==> config.mk <==
export PLATFORM = sky130hd
export DESIGN_NAME = fifo_uart_tx
export DESIGN_NICKNAME = d
export VERILOG_FILES = /design/src/rtl/fifo_uart_tx.sv
export SDC_FILE = /design/constraint.sdc
export NUM_CORES = 1
export LEC_CHECK = 0
export CAP_MARGIN = 10
export CORE_AREA = 3 3 81 114
export CTS_CLUSTER_SIZE = 10
export DETAILED_ROUTE_END_ITERATION = 8
export DIE_AREA = 0 0 84 117
export DONT_BUFFER_PORTS = 1
export PLACE_DENSITY = 0.41
export SLEW_MARGIN = 20
export SYNTH_ARGS = -nofsm -noshare
export SYNTH_HDL_FRONTEND = slang
export SYNTH_SLANG_ARGS = --single-unit
==> constraint.sdc <==
create_clock -name clk -period 2.7 [get_ports clk]
set_clock_uncertainty 0.15 [all_clocks]
set_input_delay 0.27 -clock clk [delete_from_list [all_inputs] [get_ports clk]]
set_output_delay 0.27 -clock clk [all_outputs]
set_load 0.01 [all_outputs]
==> src/rtl/fifo_uart_tx.sv <==
// fifo_uart_tx: pops words from a synchronous FIFO and serialises them as UART frames.
module fifo_uart_tx #(
  parameter int DATA_WIDTH   = 8,
  parameter int CLKS_PER_BIT = 16,
  parameter int PARITY_EN    = 0,
  parameter int PARITY_ODD   = 0,
  parameter int STOP_BITS    = 1
) (
  input  logic                  clk,
  input  logic                  reset,
  input  logic                  enable,
  input  logic                  fifo_empty,
  input  logic [DATA_WIDTH-1:0] fifo_data,
  output logic                  fifo_rd_en,
  output logic                  tx,
  output logic                  busy,
  output logic                  frame_done,
  output logic [15:0]           frames_sent
);
  localparam int BW = $clog2(DATA_WIDTH) + 1;
  typedef enum logic [2:0] {IDLE, POP, WAIT, START, DATA, PARITY, STOP} state_t;
  state_t                state;
  logic [15:0]           cnt;
  logic [BW-1:0]         bit_idx;
  logic [DATA_WIDTH-1:0] shift, shift_nxt;
  logic                  par, bit_end, in_frame;
  assign bit_end   = cnt == 16'(CLKS_PER_BIT - 1);
  assign in_frame  = state inside {START, DATA, PARITY, STOP};
  assign shift_nxt = shift >> 1;
  always_ff @(posedge clk or posedge reset) begin
    if (reset) begin
      state       <= IDLE;
      cnt         <= '0;
      bit_idx     <= '0;
      shift       <= '0;
      par         <= 1'b0;
      tx          <= 1'b1;
      busy        <= 1'b0;
      fifo_rd_en  <= 1'b0;
      frame_done  <= 1'b0;
      frames_sent <= '0;
    end else begin
      fifo_rd_en <= 1'b0;
      frame_done <= 1'b0;
      cnt        <= (in_frame && !bit_end) ? cnt + 16'd1 : 16'd0;
      case (state)
        IDLE: if (enable && !fifo_empty) begin
          state      <= POP;
          fifo_rd_en <= 1'b1;
          busy       <= 1'b1;
        end
        POP: state <= WAIT;
        WAIT: begin
          shift <= fifo_data;
          par   <= ^fifo_data ^ 1'(PARITY_ODD);
          tx    <= 1'b0;
          state <= START;
        end
        START: if (bit_end) begin
          tx      <= shift[0];
          bit_idx <= '0;
          state   <= DATA;
        end
        DATA: if (bit_end) begin
          shift <= shift_nxt;
          if (bit_idx == BW'(DATA_WIDTH - 1)) begin
            bit_idx <= '0;
            tx      <= (PARITY_EN != 0) ? par : 1'b1;
            state   <= (PARITY_EN != 0) ? PARITY : STOP;
          end else begin
            bit_idx <= bit_idx + BW'(1);
            tx      <= shift_nxt[0];
          end
        end
        PARITY: if (bit_end) begin
          tx    <= 1'b1;
          state <= STOP;
        end
        STOP: if (bit_end) begin
          if (bit_idx == BW'(STOP_BITS - 1)) begin
            state       <= IDLE;
            busy        <= 1'b0;
            frame_done  <= 1'b1;
            frames_sent <= frames_sent + 16'd1;
          end else begin
            bit_idx <= bit_idx + BW'(1);
          end
        end
        default: state <= IDLE;
      endcase
    end
  end
endmodule

==> key figures <==
Status
  – Run status: complete, no violations

GRT
  – Vias in the first global route: 1775
  – GRT Overall Usage: 0.112
  – Total gr overflow: 0
  – Pin count of the biggest net entering global routing: 25
  – First-pass GRT wire length: 8780 µm
  – Initial antenna violation count: 0

Worst setup path
  – Required time worst endpoint: 2730 ps
  – Worst-path maximum fanout: 5
  – CP Class: reg2reg
  – Worst r2r dst: frames_sent[12]
  – R2R depth: 7
  – Startpoint types: flop
  – CP arrival: 2350 ps
  – Worst R2R Setup Slack: 380 ps
  – Worst setup EP type: flop
  – Startpoint of the worst register-to-register path: bit_idx[0]

Timing
  – Fmax: 431 MHz
  – Worst Slack Setup Final: 382 ps
  – Slew Limit Headroom: 0.662
  – Min Hold Slack: 15.7 ps
  – Final Hold Viols: 0
  – Slew @ Worst Pin: 506 ps
  – RSZ-0062 raised after global routing: false
  – Final min period: 2320 ps
  – Setup-failing EPs final: 0
  – Tcrit/Tclk final: 0.859
  – Final Max Tran Viols: 0
  – Setup TNS: 0 ps

Detailed routing
  – Routed WL per cell: 14.2 µm
  – First-pass detailed-route iteration total: 4
  – Antenna Nets Post-Route: 0
  – Via density per instance: 4.77
  – Drt drc: 0
  – DRT iter0 DRCs: 84
  – Final WL: 5050 µm
  – Vias post-DR: 1694

Clocking
  – CTS tree: built
  – Worst-Skew Late Latency: 290 ps
  – TritonCTS buffer count: 5
  – Post-cts gate resize count: 0
  – Reg clk slew, reported paths: 70 ps
  – CTS Buffer Depth: 2
  – CTS root buf: clkbuf_16
  – Total clock sinks: 51
  – Post CTS Setup Buffer Count: 0
  – H-tree depth: 2
  – CTS Hold Buffers Added: 2

Place
  – Port Buffers: 0
  – HPWL Detailed: 3610 µm
  – Dpl ws: 354 ps
  – Routability cong.: 0.751

Die
  – Chip height: 117 µm
  – Core Footprint: 8250 µm²
  – Rows: 39
  – Initial core utilization: 0.302
  – Die ar.: 9830 µm²
  – Boundary Pins: 32
  – Chip Width: 84 µm

Worst hold path
  – Hold path endpoint: fifo_rd_en
  – Hold Path Class: in2reg
  – Hold Crit Start: enable
  – Hold-critical path depth: 2

Cells and area
  – Commonest non-fill, non-tap cell in the layout: dfrtp_1
  – Commonest non-fill, non-tap cells in the layout: 50 x dfrtp_1, 28 x nor2_1, 26 x nand2_1
  – Antenna fix cells: 0
  – Share of layout cells above drive strength 1: 0.107
  – Nets: 268
  – Filler Cell Count: 829
  – Area Overhead vs Synth: 13.6%

Logic synthesis
  – Synth Instances: 243
  – Post-synthesis async set-or-reset flop share: 1.00
  – EDFF count, synth: 0
  – Synth Register Bits: 51
  – Synth area leaders: dfrtp_1 50%, xnor2_1 7.4%, nor2_1 4.2%, nand2_1 3.9%, xor2_1 3.2%
  – Synthesized area per cell: 10.2 µm²
  – Share of the yosys chip area belonging to registers: 0.514
  – Synth unique cells: 43
  – Cell taking the most area after synthesis: dfrtp_1
  – Yosys Warn Count: 0
  – Post-synth top flop: dfrtp_1
  – Synth top area share: 0.503
  – Post-Syn Area: 2490 µm²
  – Syn Nets: 259

Pwr
  – Power Density: 547 nW/µm²
  – Leakage: 1.22 nW
  – Max VDD drop: 338 µV

Flow run
  – Maxcap violations: 0
[critical path, cell delays in order (launching register included)]
cell      delay, ps
dfrtp_1         420
inv_1            70
ha_1            170
nor4bb_1        370
nand2_1         280
nor4_4          450
nand3_1         150
xnor2_1         150
[power breakdown]
group           total, W  switching [W]  leakage (nW)  internal [W]
clock           0.000742       0.000301        0.0804      0.000441
sequential      0.000776     0.00000516         0.664      0.000771
combinational  0.0000284      0.0000195         0.474    0.00000888
[state kept, by name (all words and copies together), names as in the netlist]
register,flops
cnt,16
frames_sent,16
busy,1
frame_done,1
shift,8
state,3
tx,1
fifo_rd_en,1
bit_idx,4
[cells in the mapped netlist (all sizes together) (5+ instances only)]
library cell,number
dfrtp,50
nor2,30
nand2,27
xnor2,21
nand3,13
o21ai,13
xor2,9
inv,8
mux2i,7
and3,6
buf,6
nor3,6
nand4,5
nor4,5
[metrics by stage]
stage | cell area (µm²) | power (W) | cells | utilization
after CTS | 2830 | 0.00158 | 355 | 0.343
final | 2830 | 0.00155 | 355 | 0.343
after floorplan | 2490 | 0.000808 | 243 | -
after global placement | 2640 | 0.000819 | 345 | 0.320
after detailed placement | 2640 | 0.000820 | 345 | 0.320
after global routing | 2830 | 0.00162 | 355 | 0.343
[worst max path at each step]
| stage | cells after the start | slack (ps) | to | start |
|---|---|---|---|---|
| after floorplan | 7 | 580 | frames_sent[12] | bit_idx[0] |
| after global placement | 7 | 410 | frames_sent[10] | bit_idx[0] |
| after detailed placement | 7 | 350 | frames_sent[12] | bit_idx[0] |
| after CTS | 7 | 350 | frames_sent[12] | bit_idx[0] |
| after global routing | 7 | 190 | frames_sent[12] | bit_idx[0] |
| final | 7 | 380 | frames_sent[12] | bit_idx[0] |
[routing by layer]
layer,share of wire,vias up,global-route usage
met1,0.45,811,0.133
met5,0,-,0
met4,0.011,0,0.0418
met3,0.040,5,0.0273
li1,-,852,-
met2,0.50,26,0.196
[cell families after synthesis]
logic type | after synthesis | synth area share
adder cells (fa/ha/maj) | 4 | 0.0201
buffers and inverters | 16 | 0.0282
AND/OR/NAND/NOR | 107 | 0.233
multiplexers | 8 | 0.0327
XOR/XNOR | 30 | 0.106
AO/OA/AOI/OAI | 27 | 0.0664
flip-flops | 51 | 0.514
[cell type report]
cell class / instances / area (µm²) / area share
flip-flops and latches: 51 / 1280 / 0.452
multi-input cells: 176 / 1140 / 0.403
well taps: 102 / 128 / 0.0452
clock buffers: 5 / 125 / 0.0443
repair buffers: 10 / 80.1 / 0.0283
clock inverters: 3 / 46.3 / 0.0164
inverters: 8 / 30.0 / 0.0106
No activity file was read; power rests on OpenSTA's default activity.
